===== config.mk =====
export PLATFORM = sky130hd
export DESIGN_NAME = btrfly_r2_pipe
export DESIGN_NICKNAME = d
export VERILOG_FILES = /design/src/rtl/btrfly_r2_pipe.sv
export SDC_FILE = /design/constraint.sdc
export NUM_CORES = 2
export LEC_CHECK = 0
export CAP_MARGIN = 10
export CORE_MARGIN = 5
export CORE_UTILIZATION = 34
export CTS_CLUSTER_SIZE = 30
export DETAILED_ROUTE_END_ITERATION = 10
export PLACE_DENSITY = 0.55
export RECOVER_POWER = 100
export SLEW_MARGIN = 0
export SYNTH_ARGS = -nofsm -noshare
export SYNTH_HDL_FRONTEND = slang
export SYNTH_SLANG_ARGS = --single-unit
export TNS_END_PERCENT = 10

===== constraint.sdc =====
create_clock -name i_clk -period 15.45 [get_ports i_clk]
set_input_delay 3.09 -clock i_clk [delete_from_list [all_inputs] [get_ports i_clk]]
set_output_delay 3.09 -clock i_clk [all_outputs]
set_load 0.1 [all_outputs]

===== src/rtl/btrfly_r2_pipe.sv =====
// btrfly_r2_pipe: 3-stage radix-2 DIT butterfly (A +/- W*B) with rounding, saturation and stall handshake
module btrfly_r2_pipe #(
   parameter int DATA_WIDTH = 16,
   parameter int TW_WIDTH   = 16,
   parameter bit SCALE_EN   = 1'b1
) (
   input  logic                         i_clk,
   input  logic                         i_rst,
   input  logic                         i_valid,
   output logic                         o_ready,
   input  logic signed [DATA_WIDTH-1:0] i_a_real,
   input  logic signed [DATA_WIDTH-1:0] i_a_imag,
   input  logic signed [DATA_WIDTH-1:0] i_b_real,
   input  logic signed [DATA_WIDTH-1:0] i_b_imag,
   input  logic signed [TW_WIDTH-1:0]   i_w_real,
   input  logic signed [TW_WIDTH-1:0]   i_w_imag,
   input  logic                         i_tw_bypass,
   input  logic                         i_scale,
   input  logic                         i_ovf_clr,
   output logic                         o_valid,
   input  logic                         i_ready,
   output logic signed [DATA_WIDTH-1:0] o_sum_real,
   output logic signed [DATA_WIDTH-1:0] o_sum_imag,
   output logic signed [DATA_WIDTH-1:0] o_diff_real,
   output logic signed [DATA_WIDTH-1:0] o_diff_imag,
   output logic                         o_ovf
);
   localparam int DW = DATA_WIDTH;
   localparam int TW = TW_WIDTH;
   localparam int PW = DW + TW;
   localparam int SW = PW + 1;
   localparam int XW = DW + 2;
   localparam logic signed [TW-1:0] W_ONE = TW'(1 << (TW - 2));
   localparam logic signed [SW-1:0] RND   = SW'(1) <<< (TW - 3);
   localparam logic signed [SW-1:0] MX2   = (SW'(1) <<< DW) - SW'(1);
   localparam logic signed [SW-1:0] MN2   = -MX2 - SW'(1);
   localparam logic signed [XW-1:0] MX3   = (XW'(1) <<< (DW - 1)) - XW'(1);
   localparam logic signed [XW-1:0] MN3   = -MX3 - XW'(1);

   // {saturated, value} after Q2 round-half-up and clamp to DW+1 bits
   function automatic logic [DW+1:0] sat2(input logic signed [SW-1:0] x);
      logic signed [SW-1:0] y;
      y = (x + RND) >>> (TW - 2);
      return (y > MX2) ? {1'b1, MX2[DW:0]} : (y < MN2) ? {1'b1, MN2[DW:0]} : {1'b0, y[DW:0]};
   endfunction

   function automatic logic [DW:0] sat3(input logic signed [XW-1:0] x, input logic sc);
      logic signed [XW-1:0] y;
      y = sc ? (x + XW'(1)) >>> 1 : x;
      return (y > MX3) ? {1'b1, MX3[DW-1:0]} : (y < MN3) ? {1'b1, MN3[DW-1:0]} : {1'b0, y[DW-1:0]};
   endfunction

   logic v1_q, v1_d, v2_q, v2_d, v3_q, v3_d, ovf_q, ovf_d;
   logic scl1_q, scl1_d, scl2_q, scl2_d, ovp2_q, ovp2_d;
   logic signed [DW-1:0] ar1_q, ar1_d, ai1_q, ai1_d, ar2_q, ar2_d, ai2_q, ai2_d;
   logic signed [DW-1:0] sr_q, sr_d, si_q, si_d, dr_q, dr_d, di_q, di_d;
   logic signed [PW-1:0] prr_q, prr_d, pii_q, pii_d, pri_q, pri_d, pir_q, pir_d;
   logic signed [DW:0]   wbr_q, wbr_d, wbi_q, wbi_d;
   logic signed [PW-1:0] bre, bie, wre, wie;
   logic [DW+1:0]        r2, i2;
   logic [DW:0]          s_r, s_i, d_r, d_i;
   logic                 adv, ovf_set;

   // Bypass is realised as an exact unit twiddle, so S2 needs no separate B path
   always_comb begin
      adv     = i_ready || !v3_q;
      bre     = PW'(i_b_real);
      bie     = PW'(i_b_imag);
      wre     = i_tw_bypass ? PW'(W_ONE) : PW'(i_w_real);
      wie     = i_tw_bypass ? '0 : PW'(i_w_imag);
      r2      = sat2(SW'(prr_q) - SW'(pii_q));
      i2      = sat2(SW'(pri_q) + SW'(pir_q));
      s_r     = sat3(XW'(ar2_q) + XW'(wbr_q), scl2_q);
      s_i     = sat3(XW'(ai2_q) + XW'(wbi_q), scl2_q);
      d_r     = sat3(XW'(ar2_q) - XW'(wbr_q), scl2_q);
      d_i     = sat3(XW'(ai2_q) - XW'(wbi_q), scl2_q);
      ovf_set = v2_q && adv && (ovp2_q || s_r[DW] || s_i[DW] || d_r[DW] || d_i[DW]);
      v1_d    = adv ? i_valid : v1_q;
      ar1_d   = adv ? i_a_real : ar1_q;
      ai1_d   = adv ? i_a_imag : ai1_q;
      prr_d   = adv ? bre * wre : prr_q;
      pii_d   = adv ? bie * wie : pii_q;
      pri_d   = adv ? bre * wie : pri_q;
      pir_d   = adv ? bie * wre : pir_q;
      scl1_d  = adv ? (i_scale && SCALE_EN) : scl1_q;
      v2_d    = adv ? v1_q : v2_q;
      ar2_d   = adv ? ar1_q : ar2_q;
      ai2_d   = adv ? ai1_q : ai2_q;
      wbr_d   = adv ? r2[DW:0] : wbr_q;
      wbi_d   = adv ? i2[DW:0] : wbi_q;
      ovp2_d  = adv ? (r2[DW+1] || i2[DW+1]) : ovp2_q;
      scl2_d  = adv ? scl1_q : scl2_q;
      v3_d    = adv ? v2_q : v3_q;
      sr_d    = (adv && v2_q) ? s_r[DW-1:0] : sr_q;
      si_d    = (adv && v2_q) ? s_i[DW-1:0] : si_q;
      dr_d    = (adv && v2_q) ? d_r[DW-1:0] : dr_q;
      di_d    = (adv && v2_q) ? d_i[DW-1:0] : di_q;
      ovf_d   = ovf_set || (ovf_q && !i_ovf_clr);
   end

   always_ff @(posedge i_clk or posedge i_rst) begin
      if (i_rst) begin
         v1_q <= 1'b0; v2_q <= 1'b0; v3_q <= 1'b0; ovf_q <= 1'b0;
         scl1_q <= 1'b0; scl2_q <= 1'b0; ovp2_q <= 1'b0;
         ar1_q <= '0; ai1_q <= '0; ar2_q <= '0; ai2_q <= '0;
         prr_q <= '0; pii_q <= '0; pri_q <= '0; pir_q <= '0;
         wbr_q <= '0; wbi_q <= '0;
         sr_q <= '0; si_q <= '0; dr_q <= '0; di_q <= '0;
      end else begin
         v1_q <= v1_d; v2_q <= v2_d; v3_q <= v3_d; ovf_q <= ovf_d;
         scl1_q <= scl1_d; scl2_q <= scl2_d; ovp2_q <= ovp2_d;
         ar1_q <= ar1_d; ai1_q <= ai1_d; ar2_q <= ar2_d; ai2_q <= ai2_d;
         prr_q <= prr_d; pii_q <= pii_d; pri_q <= pri_d; pir_q <= pir_d;
         wbr_q <= wbr_d; wbi_q <= wbi_d;
         sr_q <= sr_d; si_q <= si_d; dr_q <= dr_d; di_q <= di_d;
      end
   end

   assign o_ready     = adv;
   assign o_valid     = v3_q;
   assign o_ovf       = ovf_q;
   assign o_sum_real  = sr_q;
   assign o_sum_imag  = si_q;
   assign o_diff_real = dr_q;
   assign o_diff_imag = di_q;
endmodule


==> results.py <==
metrics = {
    "floorplan": {
        "die_y_um": 429,
        "dieArea_um2": 184000,
        "ios": 170,
        "die_x_um": 429,
        "start_util": 0.342,
        "rows": 153,
        "core_um2": 174000,
    },
    "cts": {
        "htree_levels": 2,
        "ctsResizeCount": 0,
        "cts_setup_buffers": 0,
        "cts.root.buffer_cell": "clkbuf_16",
        "cts.sink_count": 297,
        "clkTransAtPathRegs_ns": 0.05,
        "hold_buffers": 0,
        "cts_made_buffers": 42,
        "cts_tree": "yes",
        "clk_latency_ns": 0.62,
        "clk_path_buf_depth": 3,
    },
    "synthesis": {
        "ys_async_sr_fraction": 1.00,
        "synth_nets": 8508,
        "synth-seq-cells": 297,
        "avgSynthCellArea_um2": 8.72,
        "synth_edf_count": 0,
        "ys.flop_type": "dfrtp_1",
        "netlist_instances": 6831,
        "ys_types": 101,
        "syn-cell-area_um2": 59600,
        "yosysSeqAreaShare": 0.125,
        "yosysWarnings": 0,
    },
    "final_layout": {
        "final_core_util": 0.374,
        "final_cell_mix": "1,354 x inv_1, 1,052 x fa_1, 1,031 x nand2_1",
        "fillers": 17914,
        "syn_to_final_growth_pct": 9.16,
        "multi_input_area_um2": 45900,
        "layout-drive-gt1-share": 0.0339,
        "regArea_um2": 7430,
        "nets": 8478,
        "mostFrequentLayoutCell": "inv_1",
    },
    "sta": {
        "tns_ns": 0,
        "tightest_slew_ns": 5.52,
        "fin_ws_ns": 2.99,
        "setup_violations": 0,
        "clock-skew-final_ns": 0.0373,
        "period_needed_ns": 12.46,
        "hold_viol": 0,
        "fin_crit_sh": 0.806,
        "slew_headroom": -2.70,
        "rsz0062_at_grt": "no",
        "fmax_mhz": 80.3,
        "slew_violations": 582,
    },
    "placement": {
        "dp_hpwl_um": 128000,
        "dp_slack_ns": 4.25,
        "gp_congestion": 0.837,
        "io_buffers": 169,
    },
    "critical_path": {
        "crit_arrival_ns": 12.92,
        "critPathKind": "in -> reg",
        "start_kind": "input pin",
        "max_stage_delay_ns": 1.90,
        "crit_fanout": 35,
        "cp_slowest_cell": "clkbuf_1",
        "cpLargestDelayFamily": "buffers and inverters",
        "cp-end-kind": "flop",
        "critPathBufInv": 6,
        "path_common_cell": "fa_1",
        "crit_required_ns": 15.91,
    },
    "outcome": {
        "status": "finished, violations left",
        "failed_checks": "max-capacitance violations, max-slew violations",
    },
    "global_routing": {
        "gr-usage-all-layers": 0.182,
        "antenna_found_initial": 8,
        "grt_max_degree": 176,
        "grt_pass1_wl_um": 268000,
        "first_global_vias": 47439,
        "overflow": 0,
    },
    "drt": {
        "wl_per_cell_um": 18.2,
        "wl_um": 166000,
        "vias": 45402,
        "drtIter0Drc": 2829,
        "drc": 0,
        "final_antenna_net_count": 0,
        "first_pass_iters": 6,
        "vias_per_cell": 4.96,
    },
    "job": {
        "drv_cap": 10,
    },
    "min_path": {
        "worst_hold_path_type": "reg -> reg",
    },
}
==> sequential cells by signal, indices dropped and copies added, names as in the netlist, 17 cells and up <==
register,count
wbr_q,17
wbi_q,17
prr_q,32
pri_q,32
pir_q,32
pii_q,32
==> worst register-to-register path, stage by stage (launching register included) <==
cell and delay [ns]:
dfrtp_1 0.38, nor2b_4 0.12, clkbuf_1 0.96, inv_8 0.91, clkbuf_1 2.68, buf_4 1.14
o311ai_0 0.51, o21ai_0 0.16
==> routing by layer <==
metal | global-route usage | share of wire
met2 | 0.298 | 0.46
met1 | 0.251 | 0.45
met3 | 0.0237 | 0.050
met5 | 0 | 0.00022
met4 | 0.0594 | 0.037
==> cell families after synthesis <==
group / Yosys count / synth area share
compound gates: 961 / 0.104
xor+xnor: 232 / 0.0344
fa+ha+maj: 1574 / 0.463
buf+inv: 1677 / 0.106
flops: 297 / 0.125
mux: 15 / 0.00260
simple gates: 2075 / 0.165
==> cell type report <==
class                           count  area share
Clock buffer                       61      0.0194
Sequential cell                   297       0.114
Timing Repair Buffer              244      0.0339
Antenna cell                        3    0.000115
Inverter                         1359      0.0786
Tap cell                         2325      0.0447
Multi-Input combinational cell   4857       0.705
Clock inverter                     16     0.00348
==> cells in the mapped netlist, types with 8 or more instances <==
| cell type | number | share of area |
|---|---|---|
| a2111oi_0 | 9 | 0.0013 |
| a31oi_1 | 37 | 0.0039 |
| dfrtp_1 | 297 | 0.12 |
| o21ai_1 | 13 | 0.0011 |
| xor2_1 | 68 | 0.010 |
| and3_1 | 23 | 0.0024 |
| nand4_1 | 23 | 0.0024 |
| buf_2 | 12 | 0.0010 |
| and2_1 | 404 | 0.042 |
| o21ai_0 | 204 | 0.017 |
| o31a_1 | 10 | 0.0015 |
| o21a_1 | 47 | 0.0059 |
| nor2b_1 | 63 | 0.0066 |
| mux2i_1 | 11 | 0.0018 |
| inv_1 | 1356 | 0.085 |
| nand2b_1 | 59 | 0.0062 |
| fa_1 | 1052 | 0.35 |
| o2111ai_1 | 12 | 0.0018 |
| nor3b_1 | 8 | 0.0010 |
| o31ai_1 | 25 | 0.0031 |
| a211o_1 | 16 | 0.0024 |
| o21bai_1 | 25 | 0.0031 |
| nand3_1 | 47 | 0.0039 |
| nor4_1 | 13 | 0.0014 |
| o211ai_1 | 26 | 0.0033 |
| nand2_1 | 1031 | 0.065 |
| a211oi_1 | 33 | 0.0042 |
| ha_1 | 522 | 0.11 |
| or3_1 | 31 | 0.0033 |
| or2_2 | 19 | 0.0020 |
| nand3b_1 | 12 | 0.0015 |
| a21oi_1 | 298 | 0.025 |
| nor2_1 | 245 | 0.015 |
| nor3_1 | 62 | 0.0052 |
| a22oi_1 | 29 | 0.0037 |
| clkbuf_1 | 294 | 0.019 |
| xnor2_1 | 162 | 0.024 |
| a21o_1 | 73 | 0.0092 |
==> worst paths after layout <==
path,depth (start not counted),startpoint,slack [ns],endpoint
setup / recovery,26,i_tw_bypass,2.99,pri_q[31]
hold reg to reg,2,ar1_q[3],0.47,ar1_q[3]
min in group asynchronous,2,i_rst,4.68,pri_q[12]
setup reg to reg,7,o_valid,8.49,pii_q[14]
max in group asynchronous,3,i_rst,5.08,pii_q[16]
hold / removal,2,ar1_q[3],0.47,ar1_q[3]
==> stage by stage <==
stage	instances	cell area [µm²]	hold WS [ns]
finish	9162	65000	0.466
global route	9160	65000	0.492
detailed placement	9081	63600	0.456
floorplan	6831	59600	0.439
CTS	9158	65100	0.471
global placement	9081	63600	0.454
Power is left out: the tool's default activity adds up to more than one toggle a clock period on the data nets, which glitch-free logic cannot reach.
